File: config.mk
export PLATFORM = sky130hd
export DESIGN_NAME = interp_lerp_multi
export DESIGN_NICKNAME = d
export VERILOG_FILES = /design/src/rtl/interp_lerp_multi.sv
export SDC_FILE = /design/constraint.sdc
export NUM_CORES = 2
export LEC_CHECK = 0
export ABC_AREA = 1
export BUFFER_PORTS_ARGS = -buffer_cell sky130_fd_sc_hd__buf_2
export CAP_MARGIN = 20
export CORE_MARGIN = 1
export CORE_UTILIZATION = 25
export DETAILED_ROUTE_END_ITERATION = 6
export PLACE_DENSITY = 0.44
export SLEW_MARGIN = 20
export SYNTH_ARGS = -nofsm -noshare
export SYNTH_HDL_FRONTEND = slang
export SYNTH_SLANG_ARGS = --single-unit
File: constraint.sdc
create_clock -name clk -period 6.8 [get_ports clk]
set_input_delay 1.02 -clock clk [delete_from_list [all_inputs] [get_ports clk]]
set_output_delay 1.02 -clock clk [all_outputs]
set_load 0.05 [all_outputs]
File: src/rtl/interp_lerp_multi.sv
// Multi-channel linear interpolator: val_c = min_c + (max_c - min_c) * g, g clamped to [0,1].
// Optional build macro INTERP_ROUND_EN: round half away from zero instead of truncating toward zero.
module interp_lerp_multi #(
    parameter int NCH   = 3,
    parameter int DW    = 16,
    parameter int VFRAC = 7,
    parameter int GFRAC = 14
) (
    input  logic                clk,
    input  logic                reset,
    input  logic                in_valid,
    output logic                in_ready,
    input  logic [NCH*DW-1:0]   min_val,
    input  logic [NCH*DW-1:0]   max_val,
    input  logic [DW-1:0]       gradient,
    output logic                out_valid,
    input  logic                out_ready,
    output logic [NCH*DW-1:0]   val,
    output logic                busy
);

    localparam int PW = 2 * DW + 1;
    localparam logic [DW-1:0] G_ONE = DW'(1) << GFRAC;

    typedef enum logic [1:0] {IDLE, MUL, SHIFT, OUT} state_t;

    state_t              state_q, state_d;
    logic [NCH*DW-1:0]   min_q, max_q;
    logic [DW-1:0]       grad_q;
    logic [PW-1:0]       prod_q [NCH];
    logic [PW-1:0]       prod_d [NCH];
    logic [NCH*DW-1:0]   val_q, val_d;
    logic                accept;
    logic                g_neg, g_ge_one;

    // Fractional widths must leave at least a sign bit in DW.
    if (GFRAC < 1 || GFRAC >= DW || VFRAC >= DW) begin : g_bad_params
        $error("interp_lerp_multi: GFRAC/VFRAC out of range for DW");
    end

    assign in_ready  = (state_q == IDLE);
    assign busy      = (state_q != IDLE);
    assign out_valid = (state_q == OUT);
    assign val       = val_q;
    assign accept    = in_valid && in_ready;

    assign g_neg    = grad_q[DW-1];
    assign g_ge_one = !g_neg && (grad_q >= G_ONE);

    genvar gi;
    generate
        for (gi = 0; gi < NCH; gi++) begin : g_ch
            logic [DW-1:0]        min_c, max_c, res_c;
            logic signed [DW:0]   diff;
            logic signed [PW-1:0] prod_full;
            logic [PW-1:0]        mag, q, shifted;
            logic                 prod_neg;
            logic                 unused_hi;

            assign min_c = min_q[gi*DW +: DW];
            assign max_c = max_q[gi*DW +: DW];

            assign diff      = $signed({max_c[DW-1], max_c}) - $signed({min_c[DW-1], min_c});
            assign prod_full = $signed({{DW{diff[DW]}}, diff})
                             * $signed({{(DW+1){grad_q[DW-1]}}, grad_q});
            assign prod_d[gi] = prod_full;

            // Shift the magnitude so negative products truncate toward zero.
            assign prod_neg = prod_q[gi][PW-1];
`ifdef INTERP_ROUND_EN
            localparam logic [PW-1:0] ROUND_HALF = PW'(1) << (GFRAC - 1);
            assign mag = (prod_neg ? -prod_q[gi] : prod_q[gi]) + ROUND_HALF;
`else
            assign mag = prod_neg ? -prod_q[gi] : prod_q[gi];
`endif
            assign q       = mag >> GFRAC;
            assign shifted = prod_neg ? -q : q;
            assign res_c   = min_c + shifted[DW-1:0];

            assign val_d[gi*DW +: DW] = g_neg ? min_c : (g_ge_one ? max_c : res_c);

            assign unused_hi = ^shifted[PW-1:DW];
        end
    endgenerate

    always_ff @(posedge clk) begin
        if (reset) begin
            state_q <= IDLE;
        end else begin
            state_q <= state_d;
        end
    end

    always_comb begin
        state_d = state_q;
        case (state_q)
            IDLE:    if (in_valid) state_d = MUL;
            MUL:     state_d = SHIFT;
            SHIFT:   state_d = OUT;
            OUT:     if (out_ready) state_d = IDLE;
            default: state_d = IDLE;
        endcase
    end

    always_ff @(posedge clk) begin
        if (reset) begin
            min_q  <= '0;
            max_q  <= '0;
            grad_q <= '0;
            val_q  <= '0;
            for (int c = 0; c < NCH; c++) begin
                prod_q[c] <= '0;
            end
        end else begin
            if (accept) begin
                min_q  <= min_val;
                max_q  <= max_val;
                grad_q <= gradient;
            end
            if (state_q == MUL) begin
                for (int c = 0; c < NCH; c++) begin
                    prod_q[c] <= prod_d[c];
                end
            end
            if (state_q == SHIFT) begin
                val_q <= val_d;
            end
        end
    end

endmodule
After elaboration in Yosys (flattened, before gate mapping)

Memory sizes are Yosys's and may differ from the RTL's.
Index checks and enable logic that the tools add are counted.

Order comparisons: 1
Mux-type cells: 23
Div/mod/pow operators: 0
Bitwise operators: 3
Equality and inequality tests: 5
Multiply operators: 3
Shifts and indexed selects: 0
Reductions and logical operators: 6
$add $sub $neg: 12

Operators by type and width:

| kind                                                                     | number |
|---|---|
| 16-bit two-way mux                                                       | 9 |
| 17-bit by 16-bit multiplier with 33-bit output                           | 3 |
| 33-bit two-way mux                                                       | 3 |
| 30-bit two-way mux                                                       | 3 |
| 30-bit negation                                                          | 3 |
| 16-bit by 16-bit subtractor with 17-bit output                           | 3 |
| 16-bit adder                                                             | 3 |
| 16-bit negation                                                          | 3 |
| 16-bit by 15-bit >= comparator with 1-bit output (second input constant) | 1 |
| 2-bit one-hot mux with 4 select lines                                    | 1 |
| 1-bit two-way mux                                                        | 5 |
| 2-bit == test (second input constant)                                    | 2 |
| 2-bit two-way mux                                                        | 2 |
| 1-bit bitwise OR                                                         | 3 |
| 2-bit by 1-bit == test with 1-bit output (second input constant)         | 1 |
| 1-bit logical AND                                                        | 2 |
| 2-bit logical NOT                                                        | 1 |
| 2-bit by 1-bit != test with 1-bit output (second input constant)         | 1 |
| 2-bit != test (second input constant)                                    | 1 |
| 2-bit AND reduction                                                      | 1 |
| 2-bit nonzero test                                                       | 1 |
| 1-bit logical NOT                                                        | 1 |

Bits of input ports: 116
Memories kept: 1
RAM bits: 99
Memory bits (read-only): 0
Logic and storage cells: 59
Latch bits: 0
Flip-flop bits (word level): 162
Output and inout bits: 51

Memory list:

| memory | words | width | rd ports | clocked after memory_dff | write ports | RTL line | text |
|---|---|---|---|---|---|---|---|
| prod_q | 3     | 33    | 3        | 0                        | 3           | 30       | `logic [PW-1:0] prod_q [NCH];` |

Longest topological paths before layout

An unclocked memory read counts as a cell.

Word-level depth: 8
Mapped depth: 40
Mapped depth without buffers: 40

Least setup slack after synthesis

OpenSTA, ideal clock, no wires.

Path type: register to register
From: register min_q[16]
To: memory prod_q[0][65] in the netlist's numbering (data pin)
Library setup time: 0.260 ns
Clock period less this slack: 7.222 ns
Stages on the path, launching flop included: 34
Path slack: -0.422 ns
Path buffers: 0
Arrival time: 6.963 ns
Path through: dfxtp_1 -> ha_1 -> fa_1 -> o31ai_2 -> inv_2 -> o21ai_2 -> inv_2 -> o21a_1 -> o21ai_2 -> a31oi_1 -> or2_4 -> nand2_4 -> nor2_1 -> fa_1 -> inv_1 -> fa_1 -> fa_1 -> inv_1 -> fa_1 -> fa_1 -> inv_1 -> fa_1 -> inv_1 -> ha_1 -> a21oi_1 -> o21ai_0 -> a21oi_1 -> nand3_1 -> nand3_1 -> nand2_1 -> a21o_1 -> a21o_1 -> o21ai_0 -> a21oi_1

RTL lines:

| element                | RTL line | text |
|---|---|---|
| start, declared        | 28       | `logic [NCH*DW-1:0] min_q, max_q;` |
| start signal, assigned | 116      | `min_q <= min_val;` |
| end, declared          | 30       |  |

==> results.yml <==
place:
  port_buffers: 166
  place_congestion: 0.902
  hpwl_mm: 137
  dp_cells: 9208
run:
  maxCapViolations: 0
logic_synthesis:
  ys_warn_count: 0
  synth.cell_area_mm2: 0.0467
  synth_enable_flop_cells: 93
  async_reset_ff_share_pct: 0
  synth.largest_area_cell: "fa_1"
  synth.area.top_cells: "fa_1, inv_1, ha_1"
  synth_top_area_share_pct: 35.7
  synth-seq-cells: 255
  seq_area_frac_synth_pct: 12.9
  synth_fp_nets: 7269
  synth_ff_type: "dfxtp_1"
  synth_area_per_cell_um2: 7.83
  synth_cell_type_count: 51
  synthCells: 5967
setup_path:
  slowest_stage: "fa_2"
  r2r_cells: 37
  slowest_delay_ps: 580
  worstSetupEndpointType: "flop"
  worst_path_most_repeated_cell: "buf_6"
  path_max_fanout: 7
  cp_data_arrival_time_ps: 7660
  critPathLaunchType: "flop"
  worstPathRequired_ps: 7120
  worst-setup-path-type: "reg -> reg"
timing:
  skew_ps: 34.0
  fmax_mhz: 136
  rsz0062_at_grt: "true"
  hold_viol_final: 0
  setup_violations: 45
  finalCritPeriodShare_pct: 108
  worst_pin_slew_ps: 1150
  drv_slew: 0
  fin_crit_ps: 7340
  maxSlewHeadroom_pct: 23.6
  setup_slack_ps: -539
global_routing:
  overflow: 0
  grt_pass1_vias: 43971
  grt_pass1_wl_mm: 255
  antenna_found_initial: 4
  track_usage_pct: 17.7
  grt_max_degree: 113
worst_hold_path:
  min_path_cells: 2
  hp-class: "reg -> reg"
final_layout:
  syn2layout_area_growth_pct: 32.7
  final_common_cell: "inv_1"
  fin_cells: 9390
  final_cell_mix: "inv_1, nand2_1, buf_4"
  nNetsFinal: 8186
  drive_gt1_share_pct: 26.2
floorplanning:
  initial_core_util_pct: 25.2
  core_mm2: 0.185
  io_pins: 167
  die_height_um: 434
  die_w_um: 434
  std_cell_rows: 158
  dieArea_mm2: 0.189
clock_network:
  htreeDepth: 2
  numCtsBuffers: 34
  clk_latency_ps: 590
  cts_tree: "done"
  clockRootBuffer: "clkbuf_16"
  cts_max_path_buffers: 3
  clock-sinks: 255
  clkTransAtPathRegs_ps: 60
route:
  wire_per_inst_um: 17.7
  wirelength_mm: 166
  antenna_left: 0
  vias: 41969
  drc: 0
  drtIter0Drc: 2396
  vias_per_cell: 4.47
  drt_first_pass_iters: 5
status:
  violations: "negative setup slack"
  outcome: "finished, violations left"
## cell type report
| class | instances | area, µm² |
|---|---|---|
| Clock inverter | 11 | 166 |
| Fill cell | 19776 | 123000 |
| Timing Repair Buffer | 1058 | 8200 |
| Sequential cell | 255 | 6060 |
| Antenna cell | 1 | 2.50 |
| Multi-Input combinational cell | 4166 | 38200 |
| Tap cell | 2480 | 3100 |
| Clock buffer | 50 | 1020 |
| Inverter | 1369 | 5250 |
## worst max-delay path: cells and delay by family (launching register included)
family,cells,cell delay (ps)
AO/OA/AOI/OAI,9,1270
flip-flops,1,320
adder cells (fa/ha/maj),9,3630
buffers and inverters,14,1110
AND/OR/NAND/NOR,5,700
## logic make-up after synthesis
kind of cell,share of synthesized area [%]
compound gates,10.7
xor+xnor,2.06
fa+ha+maj,45.2
buf+inv,12.4
flops,12.9
simple gates,16.6
## sequential cells by signal, indices dropped and copies added, names as in the netlist
| register | flops |
|---|---|
| state_q | 2 |
| grad_q | 16 |
| max_q | 48 |
| val | 48 |
| min_q | 48 |
| prod_q | 93 |
## metal layers
| metal | GRT usage, % | part of all wire (%) | up-vias |
|---|---|---|---|
| li1 | - | - | 20112 |
| met3 | 1.45 | 3.9 | 187 |
| met4 | 5.43 | 3.1 | 2 |
| met2 | 30.1 | 48 | 888 |
| met1 | 23.9 | 45 | 20780 |
| met5 | 0 | 0.0084 | - |
## path summary, 6_finish.rpt
kind	start	to	slack (ps)
hold / removal	max_q[43]$_SDFFE_PP0P_	max_q[43]$_SDFFE_PP0P_	490
setup / recovery	max_q[16]$_SDFFE_PP0P_	prod_q[0][55]$_SDFFCE_PN0P_	-540
setup reg to reg	max_q[16]$_SDFFE_PP0P_	prod_q[0][55]$_SDFFCE_PN0P_	-540
hold reg to reg	max_q[43]$_SDFFE_PP0P_	max_q[43]$_SDFFE_PP0P_	490
## metrics by stage
step	hold WS, ps	setup slack [ps]	cell area [µm²]	TNS (ps)	util [%]
3_5_place_dp	477	-1260	56400	-31120	30.4
3_3_place_gp	470	-1280	56400	-30220	30.4
6_report	486	-539	62000	-11410	33.4
4_1_cts	490	-536	60300	-11430	32.5
2_1_floorplan	441	-124	46900	-232	-
5_1_grt	525	-842	62000	-25940	33.4
## synth_stat cells (5+ instances only)
cell and n:
nand3_1 146, clkbuf_1 160, inv_1 1335, a21boi_0 9
nand2_1 963, buf_2 6, xnor2_1 48, a31oi_1 29
nor3_1 34, a221oi_1 7, a21oi_1 437, a21o_1 14
o21ai_1 10, clkinv_1 22, buf_1 11, ha_1 352
o31ai_1 9, o211ai_1 11, o21bai_1 8, or2_2 30
nand3b_1 17, nor2_1 717, dfxtp_1 162, edfxtp_1 93
a211oi_1 5, o221ai_1 15, nand4_1 25, o21ai_0 330
xor2_1 62, inv_2 11, o21a_1 21, fa_1 834
## repair_timing
action                                  CTS  global route
resized for setup                       537           364
pin swaps                               243           235
endpoints found under the setup margin   58            60
setup buffers                            87            58
hold buffers                              0             0
Power is left out: the tool's default activity adds up to more than one toggle a clock period on the data nets, which glitch-free logic cannot reach.
